## src/rtl/md5_pkg.sv

```systemverilog
// rtl/md5_pkg.sv - MD5 round constants, IV, FSM state type and per-round helpers
package md5_pkg;

  localparam logic [31:0] IV_A = 32'h67452301;
  localparam logic [31:0] IV_B = 32'hefcdab89;
  localparam logic [31:0] IV_C = 32'h98badcfe;
  localparam logic [31:0] IV_D = 32'h10325476;

  localparam logic [31:0] K_TAB [64] = '{
    32'hd76aa478, 32'he8c7b756, 32'h242070db, 32'hc1bdceee,
    32'hf57c0faf, 32'h4787c62a, 32'ha8304613, 32'hfd469501,
    32'h698098d8, 32'h8b44f7af, 32'hffff5bb1, 32'h895cd7be,
    32'h6b901122, 32'hfd987193, 32'ha679438e, 32'h49b40821,
    32'hf61e2562, 32'hc040b340, 32'h265e5a51, 32'he9b6c7aa,
    32'hd62f105d, 32'h02441453, 32'hd8a1e681, 32'he7d3fbc8,
    32'h21e1cde6, 32'hc33707d6, 32'hf4d50d87, 32'h455a14ed,
    32'ha9e3e905, 32'hfcefa3f8, 32'h676f02d9, 32'h8d2a4c8a,
    32'hfffa3942, 32'h8771f681, 32'h6d9d6122, 32'hfde5380c,
    32'ha4beea44, 32'h4bdecfa9, 32'hf6bb4b60, 32'hbebfbc70,
    32'h289b7ec6, 32'heaa127fa, 32'hd4ef3085, 32'h04881d05,
    32'hd9d4d039, 32'he6db99e5, 32'h1fa27cf8, 32'hc4ac5665,
    32'hf4292244, 32'h432aff97, 32'hab9423a7, 32'hfc93a039,
    32'h655b59c3, 32'h8f0ccc92, 32'hffeff47d, 32'h85845dd1,
    32'h6fa87e4f, 32'hfe2ce6e0, 32'ha3014314, 32'h4e0811a1,
    32'hf7537e82, 32'hbd3af235, 32'h2ad7d2bb, 32'heb86d391
  };

  typedef enum logic [2:0] {IDLE, ROUND, ADD, PAD, DONE} state_t;

  // Shift amount repeats every four rounds within each group of sixteen.
  function automatic logic [4:0] shift_amt(input logic [5:0] idx);
    logic [4:0] s;
    case ({idx[5:4], idx[1:0]})
      4'h0: s = 5'd7;   4'h1: s = 5'd12;  4'h2: s = 5'd17;  4'h3: s = 5'd22;
      4'h4: s = 5'd5;   4'h5: s = 5'd9;   4'h6: s = 5'd14;  4'h7: s = 5'd20;
      4'h8: s = 5'd4;   4'h9: s = 5'd11;  4'ha: s = 5'd16;  4'hb: s = 5'd23;
      4'hc: s = 5'd6;   4'hd: s = 5'd10;  4'he: s = 5'd15;  default: s = 5'd21;
    endcase
    return s;
  endfunction

  function automatic logic [31:0] round_f(input logic [5:0] idx, input logic [31:0] b,
                                          input logic [31:0] c, input logic [31:0] d);
    logic [31:0] f;
    case (idx[5:4])
      2'd0:    f = (b & c) | (~b & d);
      2'd1:    f = (d & b) | (~d & c);
      2'd2:    f = b ^ c ^ d;
      default: f = c ^ (b | ~d);
    endcase
    return f;
  endfunction

  function automatic logic [3:0] msg_idx(input logic [5:0] idx);
    logic [3:0] i;
    logic [3:0] g;
    i = idx[3:0];
    case (idx[5:4])
      2'd0:    g = i;
      2'd1:    g = i * 4'd5 + 4'd1;
      2'd2:    g = i * 4'd3 + 4'd5;
      default: g = i * 4'd7;
    endcase
    return g;
  endfunction

  function automatic logic [31:0] bswap32(input logic [31:0] v);
    return {v[7:0], v[15:8], v[23:16], v[31:24]};
  endfunction

  function automatic logic [63:0] bswap64(input logic [63:0] v);
    logic [63:0] r;
    for (int j = 0; j < 8; j++) r[8*(7-j) +: 8] = v[8*j +: 8];
    return r;
  endfunction

endpackage

```

## src/rtl/md5_round.sv

```systemverilog
// rtl/md5_round.sv - one combinational MD5 step; chained inside md5_stream
module md5_round
  import md5_pkg::*;
(
  input  logic [5:0]  i_idx,
  input  logic [31:0] i_a,
  input  logic [31:0] i_b,
  input  logic [31:0] i_c,
  input  logic [31:0] i_d,
  input  logic [31:0] i_m,
  output logic [31:0] o_a,
  output logic [31:0] o_b,
  output logic [31:0] o_c,
  output logic [31:0] o_d
);

  logic [31:0] w_sum;
  logic [4:0]  w_s;
  logic [31:0] w_rot;

  assign w_sum = i_a + round_f(i_idx, i_b, i_c, i_d) + K_TAB[i_idx] + i_m;
  assign w_s   = shift_amt(i_idx);
  assign w_rot = (w_sum << w_s) | (w_sum >> (6'd32 - {1'b0, w_s}));

  assign o_a = i_d;
  assign o_b = i_b + w_rot;
  assign o_c = i_b;
  assign o_d = i_c;

endmodule

```

## src/rtl/md5_stream.sv

```systemverilog
// rtl/md5_stream.sv - streaming multi-block MD5 with internal padding.
// Defining MD5_PROTOCOL_CHECK_EN adds a sticky err output for in_bytes > 64.
module md5_stream
  import md5_pkg::*;
#(
  parameter int ROUNDS_PER_CYCLE = 1,
  parameter int LEN_W            = 64
) (
  input  logic         clk,
  input  logic         reset_n,
  input  logic         in_valid,
  output logic         in_ready,
  input  logic [511:0] in_data,
  input  logic         in_last,
  input  logic [6:0]   in_bytes,
  output logic [127:0] hash,
  output logic         hash_valid,
`ifdef MD5_PROTOCOL_CHECK_EN
  output logic         err,
`endif
  input  logic         hash_ack
);

  localparam logic [5:0] LAST_IDX = 6'(64 - ROUNDS_PER_CYCLE);
  localparam logic [5:0] R_INC    = 6'(ROUNDS_PER_CYCLE);

  state_t           r_state, w_next;
  logic             r_ready, r_hash_valid, r_last, r_pad_pending, r_pad80;
  logic [127:0]     r_hash;
  logic [511:0]     r_blk;
  logic [5:0]       r_round;
  logic [LEN_W-1:0] r_len;
  logic [31:0]      r_h0, r_h1, r_h2, r_h3, r_a, r_b, r_c, r_d;

  logic             w_accept;
  logic [6:0]       w_n;
  logic [LEN_W-1:0] w_len_new;
  logic [511:0]     w_in_blk, w_pad_blk;
  logic [31:0]      w_m [16];
  logic [31:0]      w_sa, w_sb, w_sc, w_sd, w_ra, w_rb, w_rc, w_rd;

  assign w_accept = in_valid & r_ready;

  // Input block with bytes past n masked, 0x80 inserted and length placed when it fits.
  always_comb begin
`ifdef MD5_PROTOCOL_CHECK_EN
    w_n = (!in_last || in_bytes > 7'd64) ? 7'd64 : in_bytes;
`else
    w_n = in_last ? in_bytes : 7'd64;
`endif
    w_len_new = r_len + (in_last ? LEN_W'({w_n, 3'b000}) : LEN_W'(512));
    w_in_blk  = '0;
    for (int k = 0; k < 64; k++) begin
      if (7'(k) < w_n)       w_in_blk[8*(63-k) +: 8] = in_data[8*(63-k) +: 8];
      else if (7'(k) == w_n) w_in_blk[8*(63-k) +: 8] = 8'h80;
    end
    if (in_last && w_n <= 7'd55) w_in_blk[63:0] = bswap64(64'(w_len_new));
  end

  assign w_pad_blk = {(r_pad80 ? 8'h80 : 8'h00), 440'd0, bswap64(64'(r_len))};

  always_comb begin
    for (int i = 0; i < 16; i++) begin
      w_m[i] = {r_blk[8*(60-4*i) +: 8], r_blk[8*(61-4*i) +: 8],
                r_blk[8*(62-4*i) +: 8], r_blk[8*(63-4*i) +: 8]};
    end
  end

  for (genvar j = 0; j < ROUNDS_PER_CYCLE; j++) begin : g_round
    logic [5:0]  w_idx;
    logic [31:0] w_ia, w_ib, w_ic, w_id, w_oa, w_ob, w_oc, w_od, w_mw;
    assign w_idx = r_round + 6'(j);
    assign w_mw  = w_m[msg_idx(w_idx)];
    if (j == 0) begin : g_first
      assign {w_ia, w_ib, w_ic, w_id} = {r_a, r_b, r_c, r_d};
    end else begin : g_next
      assign {w_ia, w_ib, w_ic, w_id} =
        {g_round[j-1].w_oa, g_round[j-1].w_ob, g_round[j-1].w_oc, g_round[j-1].w_od};
    end
    md5_round u_round (
      .i_idx(w_idx), .i_a(w_ia), .i_b(w_ib), .i_c(w_ic), .i_d(w_id), .i_m(w_mw),
      .o_a(w_oa), .o_b(w_ob), .o_c(w_oc), .o_d(w_od)
    );
  end

  assign w_ra = g_round[ROUNDS_PER_CYCLE-1].w_oa;
  assign w_rb = g_round[ROUNDS_PER_CYCLE-1].w_ob;
  assign w_rc = g_round[ROUNDS_PER_CYCLE-1].w_oc;
  assign w_rd = g_round[ROUNDS_PER_CYCLE-1].w_od;

  assign w_sa = r_h0 + r_a;
  assign w_sb = r_h1 + r_b;
  assign w_sc = r_h2 + r_c;
  assign w_sd = r_h3 + r_d;

  always_comb begin
    w_next = r_state;
    case (r_state)
      IDLE:    if (w_accept) w_next = ROUND;
      ROUND:   if (r_round == LAST_IDX) w_next = ADD;
      ADD:     w_next = r_pad_pending ? PAD : (r_last ? DONE : IDLE);
      PAD:     w_next = ROUND;
      DONE:    if (hash_ack) w_next = IDLE;
      default: w_next = IDLE;
    endcase
  end

  always_ff @(posedge clk or negedge reset_n) begin
    if (!reset_n) r_state <= IDLE;
    else          r_state <= w_next;
  end

  always_ff @(posedge clk or negedge reset_n) begin
    if (!reset_n) begin
      r_ready       <= 1'b0;
      r_hash_valid  <= 1'b0;
      r_hash        <= '0;
      r_len         <= '0;
      r_blk         <= '0;
      r_round       <= '0;
      r_last        <= 1'b0;
      r_pad_pending <= 1'b0;
      r_pad80       <= 1'b0;
      {r_h0, r_h1, r_h2, r_h3} <= {IV_A, IV_B, IV_C, IV_D};
      {r_a, r_b, r_c, r_d}     <= '0;
    end else begin
      r_ready <= (w_next == IDLE);
      case (r_state)
        IDLE: if (w_accept) begin
          r_blk         <= w_in_blk;
          r_len         <= w_len_new;
          r_round       <= '0;
          r_last        <= in_last;
          r_pad_pending <= in_last && (w_n >= 7'd56);
          r_pad80       <= in_last && (w_n == 7'd64);
          {r_a, r_b, r_c, r_d} <= {r_h0, r_h1, r_h2, r_h3};
        end
        ROUND: begin
          {r_a, r_b, r_c, r_d} <= {w_ra, w_rb, w_rc, w_rd};
          r_round <= r_round + R_INC;
        end
        ADD: begin
          {r_h0, r_h1, r_h2, r_h3} <= {w_sa, w_sb, w_sc, w_sd};
          if (!r_pad_pending && r_last) begin
            r_hash       <= {bswap32(w_sa), bswap32(w_sb), bswap32(w_sc), bswap32(w_sd)};
            r_hash_valid <= 1'b1;
          end
        end
        PAD: begin
          r_blk         <= w_pad_blk;
          r_round       <= '0;
          r_pad_pending <= 1'b0;
          {r_a, r_b, r_c, r_d} <= {r_h0, r_h1, r_h2, r_h3};
        end
        DONE: if (hash_ack) begin
          r_hash_valid <= 1'b0;
          r_len        <= '0;
          {r_h0, r_h1, r_h2, r_h3} <= {IV_A, IV_B, IV_C, IV_D};
        end
        default: ;
      endcase
    end
  end

`ifdef MD5_PROTOCOL_CHECK_EN
  logic r_err;
  always_ff @(posedge clk or negedge reset_n) begin
    if (!reset_n)                                  r_err <= 1'b0;
    else if (w_accept && in_last && in_bytes > 7'd64) r_err <= 1'b1;
  end
  assign err = r_err;
`endif

  assign in_ready   = r_ready;
  assign hash_valid = r_hash_valid;
  assign hash       = r_hash;

endmodule

```

## config.mk

```make
export PLATFORM = sky130hd
export DESIGN_NAME = md5_stream
export DESIGN_NICKNAME = d
export VERILOG_FILES = /design/src/rtl/md5_pkg.sv /design/src/rtl/md5_round.sv /design/src/rtl/md5_stream.sv
export SDC_FILE = /design/constraint.sdc
export NUM_CORES = 2
export LEC_CHECK = 0
export CAP_MARGIN = 20
export CORE_MARGIN = 2
export CORE_UTILIZATION = 63
export CTS_CLUSTER_DIAMETER = 150
export DETAILED_ROUTE_END_ITERATION = 8
export PLACE_DENSITY = 0.87
export SETUP_SLACK_MARGIN = 0.3
export SLEW_MARGIN = 30
export SYNTH_ARGS = -nofsm -noshare
export SYNTH_HDL_FRONTEND = slang
export SYNTH_SLANG_ARGS = --single-unit
```

## constraint.sdc

```tcl
create_clock -name clk -period 25 [get_ports clk]
set_input_delay 6.25 -clock clk [delete_from_list [all_inputs] [get_ports clk]]
set_output_delay 6.25 -clock clk [all_outputs]
set_load 0.005 [all_outputs]
```

==> run metrics <==
warnings from Yosys=0; CTS tree=done; max cap viols=0; largest fanout on the critical path=93; post-DP HPWL=188000 microns; cts hold-fix bufs=0; Initial Util=0.636; Post-Syn Instances=6682; DIE WIDTH=317 microns; slowest library cell on the worst path=dfrtp_1; Setup CP Type=flop to flop; # clock sinks=971; I/O Buffers=653; Synth area leader=dfrtp_1; ANT nets after route=0; total grt overflow=0; Clock Skews=0.0410 ns; Largest register FFs=512; Final Wtd Congestion=1.05; filler cell count=6545; initial antenna violation count=49; routed wire length=262000 microns; status=complete, but fails checks; number of flops mapped to enable cells by yosys=0; WP data arrival=13.35 ns; clk root buf=clkbuf_16; reg2reg path depth=39; IO Pins=654; Post-layout nets=7915; synth top area cells=dfrtp_1, a22o_1, nand2_1; largest net degree at the start of global routing=158; DRT Pass-1 Iters=9; Starting DRT DRC Count=10500; Slew headroom=0.236; ys async rst share=1.00; Final Cycle Share=0.509; register area share after synthesis=0.395; Placeable Area=96900 sq um; clock slew at reported path FFs=0.06 ns; Synth top area share=0.368; Crit path largest cell delay=0.84 ns; Final Setup Violations=0; synthesized flop and latch total=971; Critical Path Sink Type=flop; all-layer global routing usage=0.511; number of remaining DRC errors=1; Vias=61500; vias per cell=7.24; H-tree Lvls=3; die height=317 microns; Slew @ Worst Pin=1.14 ns; Worst-Skew Late Latency=0.73 ns; total negative setup slack=0 ns; # rows=114; CTS Buf Count=102; vias in the first global route=58700; Mapped Area=61600 sq um; most flop-heavy register=r_blk; Final Hold Fails=0; post_cts resized=0; minimum clock period=12.73 ns; clk buf depth=3; share of layout cells above drive strength 1=0.0845; first-pass GRT wire length=379000 microns; Max Slew Vio Count=0; unique cell type count in the Yosys netlist=86; Setup Fix Bufs, Post-CTS=0; RSZ-0062 raised after global routing=false; syn_nets=7502; Startpoint Class=flop; Routed wire per std cell=30.8 microns; fmax=78.6 MHz; Mean Syn Cell Area=9.22 sq um; Die ar.=100000 sq um; required time of the critical path=25.62 ns; failing checks=design-rule violations; type of the tightest min-delay check=flop to flop; Layout area overhead=18.2%; Main synth FF type=dfrtp_1; hold path cells=2
area by class of cell:
type | count | area (sq um) | share of cell area
Multi-Input combinational cell | 5069 | 35000 | 0.481
Sequential cell | 971 | 24400 | 0.335
Timing Repair Buffer | 743 | 7360 | 0.101
Clock buffer | 144 | 2960 | 0.0407
Tap cell | 1276 | 1600 | 0.0219
Inverter | 208 | 781 | 0.0107
Clock inverter | 45 | 633 | 0.00869
Antenna cell | 44 | 110 | 0.00151
cell usage after synthesis, types with 20 or more instances:
| cell | number |
|---|---|
| nand2_1 | 977 |
| dfrtp_1 | 907 |
| nor2_1 | 528 |
| o21ai_0 | 512 |
| a22o_1 | 480 |
| a21oi_1 | 438 |
| clkbuf_1 | 358 |
| ha_1 | 226 |
| xnor2_1 | 206 |
| inv_1 | 201 |
| a31oi_1 | 183 |
| mux4_2 | 136 |
| nand3_1 | 104 |
| mux2i_1 | 100 |
| a22oi_1 | 94 |
| a21o_1 | 83 |
| a211oi_1 | 82 |
| fa_1 | 70 |
| xor2_1 | 69 |
| nor3_1 | 68 |
| dfstp_2 | 64 |
| buf_1 | 58 |
| and3_1 | 56 |
| o22a_1 | 50 |
| nand2b_1 | 45 |
| mux2_2 | 38 |
| or2_2 | 38 |
| o21bai_1 | 37 |
| o21a_1 | 35 |
| o31ai_1 | 35 |
| o211ai_1 | 33 |
| nor2b_1 | 30 |
| and2_1 | 27 |
| nand4_1 | 23 |
| a221oi_1 | 21 |
| or3_1 | 20 |
critical path, delay by kind of cell (launching register included):
kind,cells,cell delay (ns)
flops,1,0.84
mux,2,1.17
buf+inv,2,1.20
simple gates,6,0.94
fa+ha+maj,6,2.23
compound gates,22,5.90
xor+xnor,1,0.18
stage by stage:
step / hold WS [ns] / setup WS (ns) / area (sq um) / utilization / cells
final: 0.476 / 12.27 / 72900 / 0.752 / 8500
after global placement: 0.444 / 12.13 / 69000 / 0.712 / 8262
after detailed placement: 0.455 / 12.57 / 69100 / 0.713 / 8265
after global routing: 0.488 / 11.51 / 72800 / 0.752 / 8483
after CTS: 0.469 / 12.57 / 72700 / 0.750 / 8454
after floorplan: 0.433 / 14.40 / 61600 / - / 6682
placed cells by master, fill, tap and decap left out, types with 100 or more instances in the layout:
cell type	Yosys	layout
nor2_1	528	518
nand3_1	104	104
xnor2_1	206	202
ha_1	226	226
clkdlybuf4s50_1	0	652
dfrtp_1	907	903
clkbuf_16	0	105
nand2_1	977	975
mux2i_1	100	100
a21oi_1	438	426
mux4_2	136	136
inv_1	201	201
o21ai_0	512	512
a22o_1	480	480
a31oi_1	183	182
cells by family (layout without fill, tap and decap cells):
| family | Yosys count | after routing | synth area share |
|---|---|---|---|
| simple gates | 1953 | 1953 | 0.134 |
| compound gates | 2267 | 2267 | 0.249 |
| fa+ha+maj | 296 | 296 | 0.0686 |
| other cells | 0 | 44 | 0 |
| buf+inv | 642 | 1140 | 0.0396 |
| flops | 971 | 971 | 0.395 |
| mux | 274 | 274 | 0.0729 |
| xor+xnor | 279 | 279 | 0.0403 |
per-layer routing:
metal,track usage,vias to the layer above,wire (microns)
met5,0,-,139
met4,0.436,20,28000
met3,0.165,1369,35500
met2,0.748,5315,112000
met1,0.611,29500,85700
li1,-,25300,-
final timing paths:
check	startpoint	endpoint	slack, ns
max in group asynchronous	reset_n	r_blk[398]	16.30
min	hash[64]	hash[64]	0.48
min reg2reg	hash[64]	hash[64]	0.48
max	r_round[1]	g_round[0].w_ib[28]	12.27
min in group asynchronous	reset_n	hash[12]	5.40
max reg2reg	r_round[1]	g_round[0].w_ib[28]	12.27
Power is left out: the tool's default activity adds up to more than one toggle a clock period on the data nets, which glitch-free logic cannot reach.
